## config.mk

```make
export PLATFORM = sky130hd
export DESIGN_NAME = piso_serializer
export DESIGN_NICKNAME = d
export VERILOG_FILES = /design/src/rtl/piso_serializer.sv
export SDC_FILE = /design/constraint.sdc
export NUM_CORES = 1
export LEC_CHECK = 0
export ABC_CLOCK_PERIOD_IN_PS = 2800
export BUFFER_PORTS_ARGS = -buffer_cell sky130_fd_sc_hd__buf_4
export CELL_PAD_IN_SITES_DETAIL_PLACEMENT = 0
export CELL_PAD_IN_SITES_GLOBAL_PLACEMENT = 1
export CORE_MARGIN = 2
export CORE_UTILIZATION = 44
export CTS_CLUSTER_DIAMETER = 200
export CTS_CLUSTER_SIZE = 40
export DETAILED_ROUTE_END_ITERATION = 12
export GPL_TIMING_DRIVEN = 0
export MAX_ROUTING_LAYER = met4
export PLACE_DENSITY_LB_ADDON = 0.1
export SYNTH_ARGS = -nofsm -noshare
export SYNTH_HDL_FRONTEND = slang
export SYNTH_SLANG_ARGS = --single-unit
```

## constraint.sdc

```tcl
create_clock -name clk -period 2.8 [get_ports clk]
set_clock_uncertainty 0.1 [all_clocks]
set_input_delay 0.28 -clock clk [delete_from_list [all_inputs] [get_ports clk]]
set_output_delay 0.28 -clock clk [all_outputs]
set_load 0.01 [all_outputs]
```

## src/rtl/piso_serializer.sv

```systemverilog
// rtl/piso_serializer.sv - parallel-in/serial-out serializer with valid/ready word intake
//
// Purpose:
//   Takes a WIDTH-bit word on a valid/ready handshake and emits it one bit per
//   clock on serial_out. The shift direction is chosen per word and matches the
//   SIPO encoding: 0 = right/LSB first, 1 = left/MSB first. Words stream back
//   to back with no idle cycle when the next word is offered on the last bit.
//
// Optional feature:
//   SERIALIZER_PARITY_EN - when defined, each frame carries one extra cycle
//   after the data bits with the even parity (XOR) of the word. frame_done and
//   load_ready then move to that parity cycle.
//
// Ports:
//   clk           rising-edge clock
//   reset_n       asynchronous active-low reset
//   load_data     word to serialize
//   load_valid    load_data is valid
//   load_ready    serializer accepts a word this cycle (decoded, not registered)
//   shift_dir     0 = LSB first, 1 = MSB first; sampled when a word is accepted
//   serial_out    current serial bit
//   serial_valid  serial_out carries a frame bit this cycle
//   busy          a frame is in progress
//   frame_done    one-cycle pulse on the final bit of a frame

module piso_serializer #(
    parameter int WIDTH = 4
) (
    input  logic             clk,
    input  logic             reset_n,
    input  logic [WIDTH-1:0] load_data,
    input  logic             load_valid,
    output logic             load_ready,
    input  logic             shift_dir,
    output logic             serial_out,
    output logic             serial_valid,
    output logic             busy,
    output logic             frame_done
);

    localparam int CNT_W = $clog2(WIDTH + 1);
    localparam logic [CNT_W-1:0] LAST_CNT = CNT_W'(WIDTH - 1);

    localparam logic [1:0] ST_IDLE   = 2'd0;
    localparam logic [1:0] ST_SHIFT  = 2'd1;
`ifdef SERIALIZER_PARITY_EN
    localparam logic [1:0] ST_PARITY = 2'd2;
`endif

    logic [1:0]       state_q, state_nxt;
    logic [WIDTH-1:0] sreg_q, sreg_nxt;
    logic [CNT_W-1:0] cnt_q, cnt_nxt;
    logic             dir_q, dir_nxt;
    // Holds load_ready low until the first clock edge after reset release.
    logic             armed_q;
    logic             serial_out_q, serial_valid_q, busy_q, frame_done_q;
    logic             last_now, accept, bit_nxt, last_nxt;
`ifdef SERIALIZER_PARITY_EN
    logic             parity_q, parity_nxt;
`endif

    // The final cycle of the current frame: the only non-idle cycle in which
    // a new word may be taken, so the next frame follows without a gap.
    always_comb begin
`ifdef SERIALIZER_PARITY_EN
        last_now = (state_q == ST_PARITY);
`else
        last_now = (state_q == ST_SHIFT) && (cnt_q == LAST_CNT);
`endif
    end

    assign load_ready = armed_q && ((state_q == ST_IDLE) || last_now);
    assign accept     = load_valid && load_ready;

    // Next-state computation. sreg always holds the current bit at the output
    // end selected by dir (bit 0 for right shifts, bit WIDTH-1 for left).
    always_comb begin
        state_nxt  = state_q;
        sreg_nxt   = sreg_q;
        cnt_nxt    = cnt_q;
        dir_nxt    = dir_q;
`ifdef SERIALIZER_PARITY_EN
        parity_nxt = parity_q;
`endif
        if (accept) begin
            state_nxt  = ST_SHIFT;
            sreg_nxt   = load_data;
            cnt_nxt    = '0;
            dir_nxt    = shift_dir;
`ifdef SERIALIZER_PARITY_EN
            parity_nxt = ^load_data;
`endif
        end else begin
            case (state_q)
                ST_SHIFT: begin
                    if (cnt_q == LAST_CNT) begin
`ifdef SERIALIZER_PARITY_EN
                        state_nxt = ST_PARITY;
`else
                        state_nxt = ST_IDLE;
`endif
                    end else begin
                        cnt_nxt  = cnt_q + CNT_W'(1);
                        sreg_nxt = dir_q ? {sreg_q[WIDTH-2:0], 1'b0}
                                         : {1'b0, sreg_q[WIDTH-1:1]};
                    end
                end
`ifdef SERIALIZER_PARITY_EN
                ST_PARITY: state_nxt = ST_IDLE;
`endif
                default:   state_nxt = ST_IDLE;
            endcase
        end
    end

    // Values the registered outputs take in the cycle after this edge.
    always_comb begin
        bit_nxt  = 1'b0;
        last_nxt = 1'b0;
        case (state_nxt)
            ST_SHIFT: begin
                bit_nxt = dir_nxt ? sreg_nxt[WIDTH-1] : sreg_nxt[0];
`ifndef SERIALIZER_PARITY_EN
                last_nxt = (cnt_nxt == LAST_CNT);
`endif
            end
`ifdef SERIALIZER_PARITY_EN
            ST_PARITY: begin
                bit_nxt  = parity_nxt;
                last_nxt = 1'b1;
            end
`endif
            default: begin
                bit_nxt  = 1'b0;
                last_nxt = 1'b0;
            end
        endcase
    end

    always_ff @(posedge clk or negedge reset_n) begin
        if (!reset_n) begin
            state_q        <= ST_IDLE;
            sreg_q         <= '0;
            cnt_q          <= '0;
            dir_q          <= 1'b0;
            armed_q        <= 1'b0;
            serial_out_q   <= 1'b0;
            serial_valid_q <= 1'b0;
            busy_q         <= 1'b0;
            frame_done_q   <= 1'b0;
        end else begin
            state_q        <= state_nxt;
            sreg_q         <= sreg_nxt;
            cnt_q          <= cnt_nxt;
            dir_q          <= dir_nxt;
            armed_q        <= 1'b1;
            serial_out_q   <= bit_nxt;
            serial_valid_q <= (state_nxt != ST_IDLE);
            busy_q         <= (state_nxt != ST_IDLE);
            frame_done_q   <= last_nxt;
        end
    end

`ifdef SERIALIZER_PARITY_EN
    always_ff @(posedge clk or negedge reset_n) begin
        if (!reset_n) begin
            parity_q <= 1'b0;
        end else begin
            parity_q <= parity_nxt;
        end
    end
`endif

    assign serial_out   = serial_out_q;
    assign serial_valid = serial_valid_q;
    assign busy         = busy_q;
    assign frame_done   = frame_done_q;

endmodule

```

---- Yosys cells after proc, flatten, opt, wreduce, memory -nomap -nowiden ----
Cells that the tools add are included.
word-level totals
  register bits ........................... 14
  latch bits .............................. 0
  memory bits (writable) .................. 0
  bits in read-only memories .............. 0
  input bits .............................. 8
  output and inout bits ................... 5
  word-level logic and storage cells ...... 37
  memories ................................ 0
operators by class
  $add $sub $neg .......................... 1
  multiply operators ...................... 0
  div/mod/pow operators ................... 0
  $lt $le $gt $ge ......................... 0
  eq/ne operators ......................... 5
  shift-type cells ........................ 0
  muxes and demuxes ....................... 14
  bitwise gates (word level) .............. 0
  reduce and logical (&&, ||, !) cells .... 8
operators with widths
  kind                   number
  $mux W4                4
  $mux W3                3
  $eq A3 B2 Y1 const B   2
  $mux W2                3
  $eq A2 B1 Y1 const B   2
  $mux W1                4
  $reduce_bool A2 Y1     2
  $add A3 B1 Y3 const B  1
  $logic_and A1 B1 Y1    3
  $logic_not A2 Y1       1
  $ne A2 B2 Y1 const B   1
  $reduce_and A2 Y1      1
  $logic_or A1 B1 Y1     1

---- Logic depth before layout (Yosys ltp) ----
  depth after elaboration ................. 8
  depth in mapped cells ................... 5
  mapped depth without buffers ............ 4

---- Least setup slack after synthesis ----
Ideal clock, no wire load.
  path type ............................... register -> register
  start ................................... register cnt_q[0]
  end ..................................... register dir_q
  library setup time ...................... 0.128 ns
  arrival ................................. 1.397 ns
  required time ........................... 2.572 ns
  setup slack ............................. 1.176 ns
  stages on the path, launching flop included .. 6
  buffers on the path ..................... 1
  clock period less this slack ............ 1.624 ns
  cell sequence ........................... dfrtp_1 > ha_1 > nand2b_4 > buf_6 > a211oi_4 > mux2_1
on the way
  word-level cells in the longest chain between the ends .. 6
RTL lines
  element                 line  RTL
  start, declared         52    logic [CNT_W-1:0] cnt_q, cnt_nxt;
  start signal, assigned  154   cnt_q <= cnt_nxt;
  $eq A3 B2 Y1            68    last_now = (state_q == ST_SHIFT) && (cnt_q == LAST_CNT);
  $logic_and A1 B1 Y1     68
  $logic_or A1 B1 Y1      72    assign load_ready = armed_q && ((state_q == ST_IDLE) || last_now);
  $logic_and A1 B1 Y1     72
  $logic_and A1 B1 Y1     73    assign accept = load_valid && load_ready;
  $mux W1                 85    if (accept) begin
  net dir_nxt             53    logic dir_q, dir_nxt;
  end signal, assigned    155   dir_q <= dir_nxt;
  end, declared           53
The timed path passes the listed nets, and every way through them passes these cells.
A chain may end at the register's enable or synchronous reset.

---- Worst setup path after layout ----
  start ................................... register cnt_q[0]
  end ..................................... output port load_ready
on the way
  word-level cells in the longest chain between the ends .. 4
RTL lines
  element              line  RTL
  $eq A3 B2 Y1         68
  $logic_and A1 B1 Y1  68
  $logic_or A1 B1 Y1   72
  $logic_and A1 B1 Y1  72
  end, declared        33    output logic load_ready,
Every way passes these cells.

==> results.toml <==
[pwr]
peakVddDrop_mv = 0.3479
p_total_mw = 0.5399
p_leak_nw = 0.3907
powerDensity_nw_per_um2 = 613.8

[synth]
synthCells = 70
synthDominantCellAreaShare_pct = 47.54
syn_nets = 79
synth_edf_count = 0
ys_seq_elements = 14
synth_warnings = 0
syn_avg_cell_area_sq_um = 10.53
ys_top_cells_by_area = "dfrtp_1 (48%), a2111oi_0 (4.8%), nor2b_1 (4.2%), a21oi_1 (4.1%), a211oi_4 (2.7%)"
synth_area_sq_um = 737.0
post-synth-top-area-cell = "dfrtp_1"
synth-async-reset-ratio_pct = 100.0
synthFlopType = "dfrtp_1"
ys_types = 30
yosysSeqAreaShare_pct = 47.54

[setup_path]
crit_path_end_kind = "output pin"
cp_slowest_stage_delay_ns = 0.41
crit_required_ns = 2.42
cp_top_family = "flip-flops"
cp_slowest_cell = "dfrtp_1"
path_max_fanout = 10
worstSetupPathType = "flop to output pin"
critPathBufInv = 2
crit_chain = "ha_1 > nand2b_4 > buf_6 > a21oi_1 > buf_4"
cp-start-kind = "flop"
worstPathArrival_ns = 1.44

[run]
maxCapViolCount = 0

[die]
io_pins = 13
fp.dieH_um = 44.93
design.core.area_sq_um = 1541
die_w_um = 44.93
dieArea_sq_um = 2018
start_util_pct = 47.81
rows = 14

[routing]
dr.pass1.iters = 4
ant_nets = 0
avgRoutedWirePerCell_um = 14.48
routed_wl_um = 1477
viasPerCell = 5.657
drc = 0
dr.first_iter.drc_count = 30
vias = 577

[clocking]
post_cts_buffers = 0
worstSkewPairLatency_ns = 0.27
numCtsBuffers = 3
htreeDepth = 1
cts-root-buf = "clkbuf_4"
clk_pin_slew_worst_paths_ns = 0.08
cts_tree = "yes"
clock_path_buffers = 2
cts_num_sinks = 14

[sta]
fin_crit_sh_pct = 65.10
period_minus_slack_ns = 1.823
hold_viol = 0
timing.fmax_ghz = 0.5486
rsz0062_at_grt = "false"
finalSetupViolCount = 0
drv_slew = 0
setup_tns_ns = 0

[finish]
area_growth_pct = 19.35
drive_gt1_share_pct = 25.58
final_nets = 97
layout_common_cells = "buf_4 (14), dfrtp_1 (14), a21oi_1 (6), nor2b_1 (5)"
fin_cells = 102
num_antenna_cells = 0

[global_routing]
grt_pass1_wl_um = 2677
grt_max_degree = 15
overflow = 0
antenna_found_initial = 0
grt_pass1_vias = 562
grt_usage_pct = 19.17

[run_status]
outcome = "complete, no violations"

[placed_design]
portBuffers = 12
hpwl_um = 1093
place_congestion = 0.8120
post-place-cells = 98

[worst_hold_path]
hp-class = "input port to flop"
[what timing repair did]
action                    4_1_cts  5_1_grt
hold endpoints to repair       14        0
resized for setup               0        0
hold buffers                    1        0
[cell type report]
type | instances | area (sq um)
flip-flops and latches | 14 | 350.3
inverters | 3 | 11.26
plain buffers | 4 | 31.28
multi-input cells | 49 | 344.1
well taps | 16 | 20.02
repair buffers | 13 | 100.1
fillers | 146 | 661.9
clock buffers | 3 | 22.52
[metrics by stage]
stage	area (sq um)	util, %	hold WS (ns)	worst slack [ns]
global placement	847.1	54.95	0.03940	0.9964
floorplan	737.0	-	-0.1156	1.176
finish	879.6	57.06	0.1416	0.9772
CTS	879.6	57.06	0.1348	0.9370
detailed placement	847.1	54.95	0.03868	0.9970
global route	879.6	57.06	0.1398	0.8595
[worst paths after layout]
check,cells past startpoint,slack [ns],to,start
max,5,0.98,load_ready,cnt_q[0]
min,2,0.14,dir_q,shift_dir
max reg2reg,5,1.00,serial_out,cnt_q[0]
min reg2reg,1,0.41,frame_done,cnt_q[0]
max in group asynchronous,2,2.15,serial_out,reset_n
min in group asynchronous,2,0.29,cnt_q[1],reset_n
[cell families after synthesis]
group	count (synthesis)	share of synthesized area [%]
compound gates	25	25.30
simple gates	19	15.79
flops	14	47.54
buf+inv	7	5.771
mux	2	2.886
other cells	2	1.019
fa+ha+maj	1	1.698
[power by group]
group,internal (mW),switching [mW]
Clock,0.0497,0.0587
Combinational,0.0744,0.0811
Sequential,0.244,0.0325
Total,0.368,0.172
[flip-flops by register name (all words and copies together) (netlist names)]
| register | count |
|---|---|
| serial_out | 1 |
| frame_done | 1 |
| armed_q | 1 |
| cnt_q | 3 |
| state_q | 2 |
| sreg_q | 4 |
| dir_q | 1 |
| busy | 1 |
[cells in the mapped netlist (2+ instances only)]
cell,n
dfrtp_1,14
a2111oi_0,4
o31ai_1,2
conb_1,2
a21oi_1,6
nand2_1,4
nand3_1,2
o2111ai_1,2
o21ai_0,4
a31oi_1,2
nor2b_1,5
inv_1,3
nand2b_1,2
buf_4,2
[routing by layer]
metal	vias to the layer above	global-route usage (%)	part of all wire (%)
li1	291	-	-
met1	272	29.26	50
met2	12	24.57	46
met3	2	2.800	3.5
met4	0	8.824	0.68
met5	-	-	0
[worst register-to-register path, cell delays in order, from the launching register on]
cell      delay [ns]
dfrtp_1         0.42
ha_1            0.28
nor2b_1         0.15
buf_2           0.17
o211ai_1        0.40
o22ai_1         0.16
Note: power is estimated with default switching activity, not from simulation.
